[src/rtl/pet_pkg.sv]
// Shared constants for the PRG loader: FSM state encodings and framing sizes.
// Pure declarations, no logic and no latency.
// No flow control of its own; imported by the loader and its bus interface.
package pet_pkg;

  // FSM state encodings (plain constants so legacy tools can consume them)
  localparam logic [2:0] ST_IDLE   = 3'd0;
  localparam logic [2:0] ST_HDR_LO = 3'd1;
  localparam logic [2:0] ST_HDR_HI = 3'd2;
  localparam logic [2:0] ST_DATA   = 3'd3;
  localparam logic [2:0] ST_PATCH  = 3'd4;
  localparam logic [2:0] ST_DONE   = 3'd5;

  // PRG files start with a two-byte little-endian load address
  localparam int HDR_LEN = 2;

  // VARTAB, ARYTAB and STREND: three little-endian pointers, six bytes in all
  localparam int PATCH_LEN = 6;

endpackage

[src/rtl/prg_loader.sv]
// Loads a PRG file into CPU RAM over a DMA port, then patches the BASIC end-of-program pointers.
// Latency: each accepted file byte is written one cycle after its ioctl_wr strobe.
// No backpressure: the DMA consumer accepts every strobe; out-of-range bytes are dropped and flagged.
module prg_loader
  import pet_pkg::*;
#(
  parameter logic [7:0]  INDEX    = 8'h41,
  parameter logic [15:0] RAM_TOP  = 16'h8000,
  parameter logic [15:0] PTR_BASE = 16'h002A
) (
  input  logic        clk,
  input  logic        reset_n,
  input  logic        ioctl_download,
  input  logic [7:0]  ioctl_index,
  input  logic        ioctl_wr,
  input  logic [24:0] ioctl_addr,
  input  logic [7:0]  ioctl_dout,
  output logic [15:0] dma_addr,
  output logic [7:0]  dma_dout,
  output logic        dma_we,
  output logic        busy,
  output logic        done,
  output logic        err,
  output logic [15:0] load_addr,
  output logic [15:0] end_addr
);

  logic [2:0]  state_q,     state_d;
  logic        dl_q,        dl_d;
  logic [2:0]  cnt_q,       cnt_d;
  logic [15:0] dma_addr_q,  dma_addr_d;
  logic [7:0]  dma_dout_q,  dma_dout_d;
  logic        dma_we_q,    dma_we_d;
  logic        err_q,       err_d;
  logic [15:0] load_addr_q, load_addr_d;
  logic [15:0] end_addr_q,  end_addr_d;

  logic        dl_rise;
  logic        dl_fall;
  logic [25:0] tgt_full;
  logic        tgt_ok;

  assign dl_rise = ioctl_download & ~dl_q;
  assign dl_fall = ~ioctl_download & dl_q;

  // Target address with headroom above bit 15 so a wrap past 0xFFFF is visible
  assign tgt_full = {10'd0, load_addr_q} + {1'b0, ioctl_addr} - 26'(HDR_LEN);
  assign tgt_ok   = (tgt_full[25:16] == 10'd0) && (tgt_full[15:0] < RAM_TOP);

  // Next-state and registered-output computation for the load FSM
  always_comb begin
    state_d     = state_q;
    dl_d        = ioctl_download;
    cnt_d       = cnt_q;
    dma_addr_d  = dma_addr_q;
    dma_dout_d  = dma_dout_q;
    dma_we_d    = 1'b0;
    err_d       = err_q;
    load_addr_d = load_addr_q;
    end_addr_d  = end_addr_q;

    case (state_q)
      ST_IDLE: begin
        if (dl_rise && (ioctl_index == INDEX)) begin
          state_d = ST_HDR_LO;
          err_d   = 1'b0;
        end
      end
      ST_HDR_LO: begin
        if (dl_fall) begin
          state_d = ST_IDLE;
          err_d   = 1'b1;
        end else if (ioctl_wr && (ioctl_addr == 25'd0)) begin
          load_addr_d[7:0] = ioctl_dout;
          state_d          = ST_HDR_HI;
        end
      end
      ST_HDR_HI: begin
        if (dl_fall) begin
          state_d = ST_IDLE;
          err_d   = 1'b1;
        end else if (ioctl_wr && (ioctl_addr == 25'd1)) begin
          load_addr_d[15:8] = ioctl_dout;
          end_addr_d        = {ioctl_dout, load_addr_q[7:0]};
          state_d           = ST_DATA;
        end
      end
      ST_DATA: begin
        if (ioctl_wr) begin
          if (tgt_ok) begin
            dma_we_d   = 1'b1;
            dma_addr_d = tgt_full[15:0];
            dma_dout_d = ioctl_dout;
            end_addr_d = tgt_full[15:0] + 16'd1;
          end else begin
            err_d = 1'b1;
          end
        end
        if (dl_fall) begin
          state_d = ST_PATCH;
          cnt_d   = 3'd0;
        end
      end
      ST_PATCH: begin
        // Even offsets carry the low byte, odd offsets the high byte
        dma_we_d   = 1'b1;
        dma_addr_d = PTR_BASE + {13'd0, cnt_q};
        dma_dout_d = cnt_q[0] ? end_addr_q[15:8] : end_addr_q[7:0];
        if (cnt_q == 3'(PATCH_LEN - 1)) begin
          state_d = ST_DONE;
          cnt_d   = 3'd0;
        end else begin
          cnt_d = cnt_q + 3'd1;
        end
      end
      ST_DONE: begin
        state_d = ST_IDLE;
      end
      default: begin
        state_d = ST_IDLE;
      end
    endcase
  end

  // State and output registers; the edge detector resets high so a download
  // already in progress when reset releases is not mistaken for a new one
  always_ff @(posedge clk or negedge reset_n) begin
    if (!reset_n) begin
      state_q     <= ST_IDLE;
      dl_q        <= 1'b1;
      cnt_q       <= 3'd0;
      dma_addr_q  <= 16'd0;
      dma_dout_q  <= 8'd0;
      dma_we_q    <= 1'b0;
      err_q       <= 1'b0;
      load_addr_q <= 16'd0;
      end_addr_q  <= 16'd0;
    end else begin
      state_q     <= state_d;
      dl_q        <= dl_d;
      cnt_q       <= cnt_d;
      dma_addr_q  <= dma_addr_d;
      dma_dout_q  <= dma_dout_d;
      dma_we_q    <= dma_we_d;
      err_q       <= err_d;
      load_addr_q <= load_addr_d;
      end_addr_q  <= end_addr_d;
    end
  end

  assign dma_addr  = dma_addr_q;
  assign dma_dout  = dma_dout_q;
  assign dma_we    = dma_we_q;
  assign busy      = (state_q != ST_IDLE);
  assign done      = (state_q == ST_DONE);
  assign err       = err_q;
  assign load_addr = load_addr_q;
  assign end_addr  = end_addr_q;

endmodule
[config.mk]
export PLATFORM = sky130hd
export DESIGN_NAME = prg_loader
export DESIGN_NICKNAME = d
export VERILOG_FILES = /design/src/rtl/pet_pkg.sv /design/src/rtl/prg_loader.sv
export SDC_FILE = /design/constraint.sdc
export NUM_CORES = 1
export LEC_CHECK = 0
export BUFFER_PORTS_ARGS = -buffer_cell sky130_fd_sc_hd__buf_2
export CAP_MARGIN = 5
export CORE_UTILIZATION = 52
export CTS_CLUSTER_SIZE = 20
export DETAILED_ROUTE_END_ITERATION = 6
export HOLD_SLACK_MARGIN = 0.05
export PLACE_DENSITY_LB_ADDON = 0.3
export SLEW_MARGIN = 10
export SYNTH_ARGS = -nofsm -noshare
export SYNTH_HDL_FRONTEND = slang
export SYNTH_SLANG_ARGS = --single-unit
[constraint.sdc]
create_clock -name clk -period 4.1 [get_ports clk]
set_input_delay 1.025 -clock clk [delete_from_list [all_inputs] [get_ports clk]]
set_output_delay 1.025 -clock clk [all_outputs]
set_load 0.03 [all_outputs]
### After elaboration in Yosys (flattened, before gate mapping)

Cells that the tools add are included.

* register bits: 65
* bits in latches: 0
* memory bits (writable): 0
* bits in read-only memories: 0
* bits of input ports: 45
* output and inout port bits: 60
* word-level logic and storage cells: 90
* memories: 0

* add/subtract/negate cells: 5
* $mul: 0
* div/mod/pow operators: 0
* order comparisons: 1
* equal/unequal tests: 19
* shift operators: 0
* mux-type cells: 31
* bitwise gates (word level): 5
* reductions and logical operators: 19

Operators with widths (number)
* 2-to-1 mux 16 bit: 6
* case mux 16 bit (2 select lines): 2
* 2-to-1 mux 3 bit: 9
* adder 16 x 25 -> 26 bit: 1
* subtractor 26 x 2 -> 26 bit (second input constant): 1
* == test 25 x 1 -> 1 bit (second input constant): 1
* logical NOT 25 bit: 1
* 2-to-1 mux 8 bit: 3
* adder 16 x 1 -> 16 bit (second input constant): 1
* < comparator 16 bit (second input constant): 1
* inequality test 2 bit (second input constant): 8
* case mux 8 bit (2 select lines): 1
* case mux 3 bit (5 select lines): 1
* AND reduction 5 bit: 3
* logical NOT 10 bit: 1
* == test 3 bit (second input constant): 3
* AND reduction 3 bit: 3
* == test 8 x 7 -> 1 bit (second input constant): 1
* adder 6 x 3 -> 7 bit (first input constant): 1
* == test 3 x 2 -> 1 bit (second input constant): 2
* 2-to-1 mux 1 bit: 6
* inequality test 3 bit (second input constant): 2
* case mux 3 bit (2 select lines): 1
* nonzero test 3 bit: 2
* 12 further kinds: 19

### Logic depth before layout (Yosys ltp)

* word-level depth: 7
* depth in mapped cells: 16

### Least setup slack after synthesis

Ideal clock, no wire load.

* path kind: input to register
* from: input ioctl_addr[1]
* to: register dma_dout_q[3], in the netlist dma_dout[3]
* data arrival time: 4598 ps
* data required time: 3968 ps
* path slack: -631 ps
* cell stages on the path: 16
* path through: inv_1 -> ha_1 -> inv_1 -> ha_1 -> fa_1 -> a211o_1 -> a21o_1 -> nor3b_4 -> or3_1 -> a211o_1 -> or4_4 -> or3_1 -> buf_6 -> buf_6 -> a31oi_1 -> o21ai_1

* cells in the longest elaborated chain, start to end: 6
* elaborated cells between the ends (all ways): 7

RTL lines
* from (decl): line prg_loader.sv:16 `input logic [24:0] ioctl_addr,`
* adder 16 x 25 -> 26 bit (*): line prg_loader.sv:47 `assign tgt_full = {10'd0, load_addr_q} + {1'b0, ioctl_addr} - 26'(HDR_LEN);`
* subtractor 26 x 2 -> 26 bit (*): line prg_loader.sv:47
* < comparator 16 bit / logical NOT 10 bit (equally long branches): line prg_loader.sv:48 `assign tgt_ok = (tgt_full[25:16] == 10'd0) && (tgt_full[15:0] < RAM_TOP);`
* logical AND 1 bit (*): line prg_loader.sv:48
* inequality test 2 bit (no source line) (*)
* AND reduction 3 bit (no source line) (*)
* to (signal assigned): line prg_loader.sv:143 `dma_dout_q <= dma_dout_d;`
* to (decl): line prg_loader.sv:32 `logic [7:0] dma_dout_q, dma_dout_d;`

Mark *: on every way between the ends. The rest lies on a longest branch, timed or not.
A chain may end at the register's enable or synchronous reset.

### Final worst setup path

* from: input ioctl_addr[1]
* to: register dma_addr_q[15], in the netlist dma_addr[15]

* cells in the longest elaborated chain, start to end: 6
* elaborated cells between the ends (all ways): 10

RTL lines
* adder 16 x 25 -> 26 bit (*): line prg_loader.sv:47
* subtractor 26 x 2 -> 26 bit (*): line prg_loader.sv:47
* < comparator 16 bit / logical NOT 10 bit (equally long branches): line prg_loader.sv:48
* logical AND 1 bit: line prg_loader.sv:48
* inequality test 2 bit (no source line)
* AND reduction 3 bit (no source line)
* to (signal assigned): line prg_loader.sv:142 `dma_addr_q <= dma_addr_d;`
* to (decl): line prg_loader.sv:31 `logic [15:0] dma_addr_q, dma_addr_d;`

Mark *: on every way between the ends. The rest lies on a longest branch, timed or not. The select of a mux whose other input is x is not followed.

==> flow_metrics.env <==
export IMPL_synth_nets=778
export IMPL_die_h_um=105
export IMPL_ant_nets=0
export IMPL_netSwitchingPower_w=0.000599
export IMPL_grt_setup_unrepaired="true"
export IMPL_worst_setup_path_start_kind="input port"
export IMPL_sw_frac_of_total_pct=33.6
export IMPL_drv_cap=0
export IMPL_cts_root_buf="clkbuf_8"
export IMPL_routed_wl_um=18900
export IMPL_yosys_warnings=0
export IMPL_setup_ws_ns=-0.220
export IMPL_cts_tree="yes"
export IMPL_finalSetupTns_ns=-7.22
export IMPL_tightest_slew_ns=0.994
export IMPL_final_cell_mix="116 x buf_4, 103 x buf_2, 76 x inv_1"
export IMPL_first_iter_violations=508
export IMPL_first_pass_iters=6
export IMPL_outcome="complete, but fails checks"
export IMPL_p_per_area_nw_per_um2=234
export IMPL_io_pins=105
export IMPL_multi_input_area_um2=3800
export IMPL_routedWlPerCell_um=18.4
export IMPL_grt_max_degree=44
export IMPL_max_slew_margin_pct=33.7
export IMPL_syn_inst=686
export IMPL_via_count=6120
export IMPL_grt_pass1_vias=6003
export IMPL_pwr_share_comb_pct=30.0
export IMPL_synth_top_flop_cell="dfrtp_1"
export IMPL_fillers=778
export IMPL_grtUsageTotal_pct=34.3
export IMPL_leakage_nw=3.86
export IMPL_register_area_um2=1630
export IMPL_layout_nets=979
export IMPL_core_rowCount=37
export IMPL_finalHoldViolCount=0
export IMPL_finalSetupViolCount=41
export IMPL_clkPwrFrac_pct=32.6
export IMPL_dp_hpwl_um=14100
export IMPL_clkTransAtPathRegs_ns=0.08
export IMPL_mostFrequentLayoutCell="buf_4"
export IMPL_syn_area_um2=5570
export IMPL_drive_gt1_share_pct=35.9
export IMPL_crit_fanout=7
export IMPL_skew_ns=0.0126
export IMPL_path_class="input port to flop"
export IMPL_post_synth_num_cell_types=74
export IMPL_die_width_um=105
export IMPL_grt_antenna_before_repair=1
export IMPL_period_needed_ns=4.32
export IMPL_clock_sinks=65
export IMPL_avgSynthCellArea_um2=8.11
export IMPL_violations="negative setup slack"
export IMPL_required_ns=4.35
export IMPL_min_path_type="flop to flop"
export IMPL_htree_num_levels=3
export IMPL_num_antenna_cells=0
export IMPL_worstPathArrival_ns=4.57
export IMPL_place_area_um2=6980
export IMPL_finalCritPeriodShare_pct=105
export IMPL_ir_drop_uv=199
export IMPL_synth_edf_count=0
export IMPL_vias_per_cell=5.95
export IMPL_area_delta_synth_final_pct=37.3
export IMPL_synth_seq_cells=65
export IMPL_drc=0
export IMPL_yosysSeqAreaShare_pct=29.2
export IMPL_overflow=0
export IMPL_fin_area_um2=7640
export IMPL_cts_buffers=9
export IMPL_power_frac_seq_pct=37.4
export IMPL_clockBufferDepth=2
export IMPL_gp_congestion=0.955
export IMPL_dieArea_um2=11100
export IMPL_intPower_w=0.00119
export IMPL_initial_utilization_pct=53.7
export IMPL_io_buffers=104
export IMPL_holdBufCountCts=0
export IMPL_worstSkewPairLatency_ns=0.36
export IMPL_drv_slew=0
export IMPL_cp_end_kind="flop"
export IMPL_synth_async_reset_ratio_pct=100
export IMPL_fmax_mhz=232
export IMPL_core_um2=10400
export IMPL_grt_pass1_wl_um=29900
==> through the flow <==
step | power (W) | util (%) | std cells | hold slack, ns | setup WS [ns]
2_1_floorplan | 0.000958 | - | 686 | 0.497 | -0.296
3_3_place_gp | 0.00116 | 67.3 | 1001 | 0.488 | -0.746
3_5_place_dp | 0.00118 | 67.3 | 1001 | 0.495 | -0.781
4_1_cts | 0.00177 | 72.1 | 1026 | 0.513 | -0.185
5_1_grt | 0.00186 | 73.7 | 1028 | 0.544 | -0.307
6_report | 0.00178 | 73.7 | 1028 | 0.524 | -0.220
==> area by class of cell <==
type                    count  area share (%)
multi-input cells         506            49.7
flip-flops and latches     65            21.3
repair buffers            227            20.1
inverters                  78            3.93
well taps                 136            2.23
clock buffers              10            1.80
clock inverters             6           0.868
==> power by group through the flow <==
| stage | logic (W) | registers (W) | clock network, W |
|---|---|---|---|
| 2_1_floorplan | 0.000280 | 0.000678 | 0 |
| 3_3_place_gp | 0.000483 | 0.000678 | 0 |
| 3_5_place_dp | 0.000500 | 0.000679 | 0 |
| 4_1_cts | 0.000520 | 0.000667 | 0.000581 |
| 5_1_grt | 0.000575 | 0.000668 | 0.000617 |
| 6_report | 0.000535 | 0.000667 | 0.000583 |
==> state kept, by name, summed over array words and instances, names as in the netlist <==
register / cells
dma_addr: 16
end_addr: 16
load_addr: 16
dma_dout: 8
cnt_q: 3
state_q: 3
dl_q: 1
dma_we: 1
err: 1
==> timing repair <==
action | 4_1_cts | 5_1_grt
endpoints found under the setup margin | 41 | 42
setup buffers | 6 | 3
endpoints found under the hold margin | 0 | 0
resized for setup | 35 | 36
cloned | 3 | 0
pin swaps | 8 | 7
==> path summary, 6_finish.rpt <==
path | depth (start not counted) | endpoint | slack [ns] | startpoint
worst max-delay path | 16 | dma_addr[15]$_DFFE_PN0P_ | -0.22 | ioctl_addr[1]
worst min-delay path | 2 | dma_addr[4]$_DFFE_PN0P_ | 0.52 | dma_addr[4]$_DFFE_PN0P_
worst max register to register | 15 | dma_addr[15]$_DFFE_PN0P_ | 0.05 | load_addr[1]$_DFFE_PN0P_
worst min register to register | 2 | dma_addr[4]$_DFFE_PN0P_ | 0.52 | dma_addr[4]$_DFFE_PN0P_
max in group asynchronous | 2 | dma_addr[10]$_DFFE_PN0P_ | 2.45 | reset_n
min in group asynchronous | 1 | err$_DFFE_PN0P_ | 0.83 | reset_n
==> critical path, stage by stage <==
cell and delay [ns]:
buf_8 0.09, inv_8 0.03, ha_4 0.25, inv_2 0.04
ha_4 0.15, fa_2 0.37, a211o_1 0.34, a21o_1 0.20
nor3b_4 0.18, or3_1 0.32, a211o_1 0.26, or4_4 0.47
or3_4 0.39, buf_12 0.15, buf_16 0.15, and3_4 0.17
==> Yosys cell counts (13+ instances only) <==
library cell / n / area [um^2]
nor4_1: 18 / 113
nand3_1: 15 / 75.1
dfrtp_1: 64 / 1600
a21oi_1: 38 / 190
clkbuf_1: 25 / 93.8
nand2_1: 86 / 323
mux2i_1: 13 / 130
inv_1: 78 / 293
nor2_1: 28 / 105
o21ai_0: 44 / 220
xnor2_1: 16 / 140
ha_1: 46 / 576
==> layer usage <==
layer | global-route usage (%) | part of all wire, % | vias to the layer above | routed length [um]
met4 | 20.1 | 5.6 | 2 | 1060
met5 | 0 | 0.069 | - | 13
li1 | - | - | 2834 | -
met3 | 5.07 | 6.6 | 83 | 1240
met2 | 58.9 | 48 | 319 | 9100
met1 | 40.7 | 40 | 2882 | 7460
==> logic make-up after synthesis <==
kind of cell	synth area share (%)
multiplexers	6.18
XOR/XNOR	3.93
buffers and inverters	8.54
AO/OA/AOI/OAI	20.8
flip-flops	29.2
AND/OR/NAND/NOR	20.6
adder cells (fa/ha/maj)	10.7
No activity file was read; power rests on OpenSTA's default activity.
